### src/rtl/ysyx_22041412_axi_rd_master.sv
// ysyx_22041412_axi_rd_master: AXI4 read master behind the arbiter read port; dropped bursts complete on the bus and are drained silently.
// Define YSYX_22041412_AXI_RCHK_EN to add a sticky rd_err flag for bad rresp or rlast/arlen mismatch.
module ysyx_22041412_axi_rd_master #(
    parameter int AXI_DATA_WIDTH = 64,
    parameter int AXI_ADDR_WIDTH = 32
) (
    input  logic                      clk,
    input  logic                      rst,
    input  logic                      r_valid_i,
    input  logic [AXI_ADDR_WIDTH-1:0] r_addr_i,
    input  logic [7:0]                r_len_i,
    input  logic [2:0]                r_size_i,
    output logic                      r_ready_o,
    output logic [AXI_DATA_WIDTH-1:0] data_read_o,
    output logic                      r_last_i,
    output logic                      arvalid,
    input  logic                      arready,
    output logic [AXI_ADDR_WIDTH-1:0] araddr,
    output logic [7:0]                arlen,
    output logic [2:0]                arsize,
    input  logic                      rvalid,
    output logic                      rready,
    input  logic [AXI_DATA_WIDTH-1:0] rdata,
    input  logic                      rlast,
    input  logic [1:0]                rresp
`ifdef YSYX_22041412_AXI_RCHK_EN
    ,
    output logic                      rd_err
`endif
);
    localparam logic [1:0] IDLE = 2'd0, ADDR = 2'd1, DATA = 2'd2, DRAIN = 2'd3;
    logic [1:0]                state_q, state_d;
    logic                      arvalid_q, arvalid_d;
    logic [AXI_ADDR_WIDTH-1:0] araddr_q, araddr_d;
    logic [7:0]                arlen_q, arlen_d;
    logic [2:0]                arsize_q, arsize_d;
    logic                      rready_q, rready_d;
    logic                      r_ready_q, r_ready_d;
    logic                      r_last_q, r_last_d;
    logic [AXI_DATA_WIDTH-1:0] data_read_q, data_read_d;
    logic [7:0]                cnt_q, cnt_d;
    logic                      beat;
    assign beat = rvalid & rready_q;
    always_comb begin
        state_d     = state_q;
        arvalid_d   = arvalid_q;
        araddr_d    = araddr_q;
        arlen_d     = arlen_q;
        arsize_d    = arsize_q;
        rready_d    = rready_q;
        cnt_d       = cnt_q;
        data_read_d = data_read_q;
        r_ready_d   = 1'b0;
        r_last_d    = 1'b0;
        case (state_q)
            IDLE: if (r_valid_i) begin
                araddr_d  = r_addr_i;
                arlen_d   = r_len_i;
                arsize_d  = r_size_i;
                arvalid_d = 1'b1;
                state_d   = ADDR;
            end
            ADDR: if (arready) begin
                arvalid_d = 1'b0;
                rready_d  = 1'b1;
                cnt_d     = 8'd0;
                state_d   = r_valid_i ? DATA : DRAIN;
            end
            default: begin
                // DATA forwards accepted beats; DRAIN swallows them until rlast
                if (beat) begin
                    cnt_d = cnt_q + 8'd1;
                    if (state_q == DATA) begin
                        data_read_d = rdata;
                        r_ready_d   = 1'b1;
                        r_last_d    = rlast;
                    end
                end
                rready_d = !(beat && rlast);
                state_d  = (beat && rlast) ? IDLE : (r_valid_i ? state_q : DRAIN);
            end
        endcase
    end
    always_ff @(posedge clk or negedge rst) begin
        if (!rst) begin
            state_q     <= IDLE;
            arvalid_q   <= 1'b0;
            araddr_q    <= '0;
            arlen_q     <= 8'd0;
            arsize_q    <= 3'd0;
            rready_q    <= 1'b0;
            r_ready_q   <= 1'b0;
            r_last_q    <= 1'b0;
            data_read_q <= '0;
            cnt_q       <= 8'd0;
        end else begin
            state_q     <= state_d;
            arvalid_q   <= arvalid_d;
            araddr_q    <= araddr_d;
            arlen_q     <= arlen_d;
            arsize_q    <= arsize_d;
            rready_q    <= rready_d;
            r_ready_q   <= r_ready_d;
            r_last_q    <= r_last_d;
            data_read_q <= data_read_d;
            cnt_q       <= cnt_d;
        end
    end
`ifdef YSYX_22041412_AXI_RCHK_EN
    logic rd_err_q, rd_err_d;
    always_comb begin
        rd_err_d = rd_err_q | (beat & ((rresp != 2'b00) | (rlast != (cnt_q == arlen_q))));
    end
    always_ff @(posedge clk or negedge rst) begin
        if (!rst) rd_err_q <= 1'b0;
        else      rd_err_q <= rd_err_d;
    end
    assign rd_err = rd_err_q;
`else
    logic unused_dbg;
    assign unused_dbg = ^{rresp, cnt_q};
`endif
    assign arvalid     = arvalid_q;
    assign araddr      = araddr_q;
    assign arlen       = arlen_q;
    assign arsize      = arsize_q;
    assign rready      = rready_q;
    assign r_ready_o   = r_ready_q;
    assign r_last_i    = r_last_q;
    assign data_read_o = data_read_q;
endmodule
### config.mk
export PLATFORM = sky130hd
export DESIGN_NAME = ysyx_22041412_axi_rd_master
export DESIGN_NICKNAME = d
export VERILOG_FILES = /design/src/rtl/ysyx_22041412_axi_rd_master.sv
export SDC_FILE = /design/constraint.sdc
export NUM_CORES = 1
export LEC_CHECK = 0
export ABC_AREA = 1
export CAP_MARGIN = 20
export CELL_PAD_IN_SITES_DETAIL_PLACEMENT = 1
export CELL_PAD_IN_SITES_GLOBAL_PLACEMENT = 1
export CORE_MARGIN = 2
export CORE_UTILIZATION = 30
export CTS_CLUSTER_DIAMETER = 30
export DETAILED_ROUTE_END_ITERATION = 16
export GPL_TIMING_DRIVEN = 0
export MAX_ROUTING_LAYER = met4
export PLACE_DENSITY = 0.83
export SETUP_SLACK_MARGIN = 0.1
export SYNTH_ARGS = -nofsm -noshare
export SYNTH_HDL_FRONTEND = slang
export SYNTH_SLANG_ARGS = --single-unit
### constraint.sdc
create_clock -name clk -period 2.6 [get_ports clk]
set_clock_uncertainty 0.2 [all_clocks]
set_input_delay 0.26 -clock clk [delete_from_list [all_inputs] [get_ports clk]]
set_output_delay 0.26 -clock clk [all_outputs]
set_load 0.02 [all_outputs]
# Word-level counts from Yosys, hierarchy flattened
# Index checks and enable logic that the tools add are counted.
[op_classes]
bitwise = 3
muxes = 17
n_eq_ne = 5
reduce_logical = 10
[ops]
columns = ["op", "n"]
rows = [
  ["$mux 1", 10],
  ["$reduce_and 3->1", 3],
  ["$mux 2", 4],
  ["$ne 2x2->1 const B", 2],
  ["$ne 4x1->1 const B", 1],
  ["$pmux 1 s2", 2],
  ["$pmux 2 s2", 1],
  ["$reduce_and 2->1", 2],
  ["$eq 2x1->1 const B", 1],
  ["$eq 2x2->1 const B", 1],
  ["$logic_not 2->1", 1],
  ["$not 1->1", 2],
  ["$reduce_bool 2->1", 1],
  ["$reduce_or 2->1", 1],
  ["$and 1x1->1", 1],
  ["$logic_and 1x1->1", 1],
  ["$logic_not 1->1", 1],
]
[totals]
reg_bits = 113
output_inout_bits = 111
input_bits = 115
wordCells = 44

# Logic depth before layout (Yosys ltp)
[logic_depth]
word_depth = 4
depth_mapped = 8

# Worst setup path before layout
# Ideal clock, no wire load.
[synth_path]
kind = "register -> register"
startpoint = "reg state_q[0]"
endpoint = "reg araddr_q[10], in the netlist araddr[10]"
path_buffers = 2
t_arrival_ns = 1.192
period_less_slack_ns = 1.509
stages_incl_launch_ff = 7
setup_time_ns = 0.117
required_time_ns = 2.283
path_slack_ns = 1.091
path_cell_list = "dfrtp_1 > buf_2 > nor2_2 > nand2_1 > buf_2 > nand2_1 > nand2_1"
[synth_between]
elab_chain_len = 2
[synth_lines]
columns = ["element", "line", "text"]
rows = [
  ["from (decl)", "32", "logic [1:0] state_q, state_d;"],
  ["from (signal assigned)", "97", "state_q <= state_d;"],
  ["$logic_not 2->1", "55", "case (state_q)"],
  ["$reduce_and 2->1 (no source line)", "--", ""],
  ["to (signal assigned)", "99", "araddr_q <= araddr_d;"],
  ["to (decl)", "34", "logic [AXI_ADDR_WIDTH-1:0] araddr_q, araddr_d;"],
]
# No other way between the ends.
# A chain may end at the register's enable or synchronous reset.

# Worst setup path in the final report
[layout_path]
startpoint = "reg rready_q, in the netlist rready"
endpoint = "out rready"
[layout_lines]
columns = ["element", "line", "text"]
rows = [
  ["from (decl)", "37", "logic rready_q, rready_d;"],
  ["from (signal assigned)", "102", "rready_q <= rready_d;"],
  ["to (decl)", "22", "output logic rready,"],
]
# No word-level cell between the ends.

==> metrics.yaml <==
leakagePower_uw: 0.00362
rsz0062_at_grt: "no"
syn_nets: 608
wl_per_cell_um: 15.5
postCtsSetupBuffers: 0
clockPowerShare_pct: 22.3
ys_warn_count: 0
nNetsFinal: 852
worstMarginPinSlew_ps: 558
p_int_uw: 5840
drv_cap: 0
switching_share_pct: 37.8
hold_path_class: "input port to async pin"
gr-usage-all-layers_pct: 19.8
yosysMostFrequentCell: "nand2_1"
critPathCaptureType: "primary output"
ctsResizeCount: 0
num_rows: 44
io_pins: 226
ys.flop_type: "dfrtp_1"
clock.fmax_mhz: 518
synth.area.top_cells: "dfrtp_1 (65%), nand2_1 (25%), nand3_1 (5.9%), buf_2 (1.4%), buf_4 (1.0%)"
place_inst: 901
clk_pin_slew_worst_paths_ps: 50
gp_congestion: 0.818
hold_viol: 0
yosysTopAreaCell: "dfrtp_1"
async_flop_share_pct: 100
syn_inst: 493
p_sw_uw: 3550
synth_common_cells: "nand2_1 (291), dfrtp_1 (113), nand3_1 (51), buf_2 (12), clkbuf_1 (10)"
start_util_pct: 30.4
final-setup-viol-count: 0
syn2layout_area_growth_pct: 69.5
max_stage_delay_ps: 650
drive_gt1_share_pct: 6.41
drtIter0Drc: 126
grt_pass1_vias: 4684
grt_max_degree: 59
die_y_um: 125
finalMaxSlewViolations: 0
cts-root-buf: "clkbuf_16"
yosysSeqAreaShare_pct: 64.8
multi_input_area_sq_um: 1380
synth_edf_count: 0
crit_fanout: 4
syn_avg_cell_area_sq_um: 8.85
die_w_um: 125
critPathSlowestCell: "clkdlybuf4s50_1"
ys_types: 12
period_minus_slack_ps: 1930
cts.path.max_buffers: 2
path_cells: "clkdlybuf4s50_1"
p_per_area_nw_per_um2: 1270
diodes: 0
cts_tree: "yes"
cp.arrival_ps: 1470
hold_buffers: 1
relSlewSlack_pct: 62.8
grt_overflow_total: 0
required_ps: 2140
critPathLaunchType: "flip-flop"
path_buf_inv: 1
vdd_drop_max_mv: 0.500
seq_area_sq_um: 2830
cpLargestDelayFamily: "buffers and inverters"
firstDrtPassIters: 4
drt-total-wl_mm: 14.4
combinationalPowerShare_pct: 45.4
fin_hold_ws_ps: 176
worstSetupPathType: "flip-flop to primary output"
die-area_sq_um: 15500
worst_slack_ps: 668
grt_first_pass_wirelength_mm: 23.8
antenna_found_initial: 0
clock_latency_ps: 400
ys_ff_latch: 113
min_period_over_period_pct: 74.3
p_seq_share_pct: 32.3
syn_area_sq_um: 4360
num_vias: 4185
clock_sinks: 113
drc_errors: 0
outcome: "finished clean"
dp_hpwl_mm: 10.8
via_per_inst: 4.49
synth_top_area_share_pct: 64.8
stdcell_count: 933
design.core.area_sq_um: 14400
nFillCells: 1644
htreeDepth: 4
portBuffers: 223
setup_tns_ps: 0
ant_nets: 0
place_ws_ps: 437
cts_made_buffers: 17
-- path summary, 6_finish.rpt --
check	slack, ps	end	startpoint	depth (start not counted)
setup / recovery	670	rready	rready	1
hold / removal	180	araddr[22]	rst	2
setup reg to reg	700	arsize[0]	state_q[0]	6
hold reg to reg	270	araddr[18]	araddr[18]	2
max in group asynchronous	1340	data_read_o[4]	rst	3
min in group clk	190	data_read_o[21]	rdata[21]	3
-- cell usage in the layout (no fill, tap or decap), drive strengths merged, types with 2 or more instances in the layout --
cell type and instances:
nor2 3, clkdlybuf4s50 222, inv 4, clkinv 6, a21oi 2, nand2 291
clkbuf 34, nand3 51, dfrtp 113, buf 20
-- registers in the layout (all words and copies together) (netlist names) --
register,count
data_read_o,64
araddr,32
arlen,8
arsize,3
state_q,2
arvalid,1
r_last_i,1
r_ready_o,1
rready,1
-- cell type report --
class	count	share of cell area [%]
Tap cell	184	3.11
Clock buffer	24	6.38
Multi-Input combinational cell	348	18.6
Clock inverter	7	0.812
Inverter	4	0.203
Buffer	28	1.93
Sequential cell	113	38.2
Timing Repair Buffer	225	30.7
-- through the flow --
| stage | utilization (%) | power [uW] | cell area (sq um) |
|---|---|---|---|
| CTS | 51.5 | 9520 | 7390 |
| global placement | 47.5 | 7160 | 6820 |
| detailed placement | 47.7 | 7350 | 6850 |
| finish | 51.5 | 9390 | 7390 |
| global route | 51.5 | 10000 | 7390 |
| floorplan | - | 5060 | 4360 |
-- metal layers --
metal / global-route usage, % / up-vias / part of all wire (%)
li1: - / 2011 / -
met1: 22.9 / 1989 / 42
met2: 32.3 / 164 / 48
met3: 7.00 / 21 / 8.1
met4: 6.61 / 0 / 1.5
met5: - / - / 0
-- logic make-up after synthesis --
| group | count (synthesis) | share of synthesized area (%) |
|---|---|---|
| AND/OR/NAND/NOR | 346 | 31.3 |
| flip-flops | 113 | 64.8 |
| AO/OA/AOI/OAI | 2 | 0.229 |
| buffers and inverters | 32 | 3.61 |
-- power by group through the flow --
stage / Sequential (uW) / Clock [uW] / Combinational [uW]
after global placement: 2990 / 0 / 4170
after detailed placement: 3050 / 0 / 4300
final: 3030 / 2100 / 4260
after CTS: 3040 / 2150 / 4330
after global routing: 3130 / 2250 / 4620
after floorplan: 3960 / 0 / 1100
No activity file was read; power rests on OpenSTA's default activity.
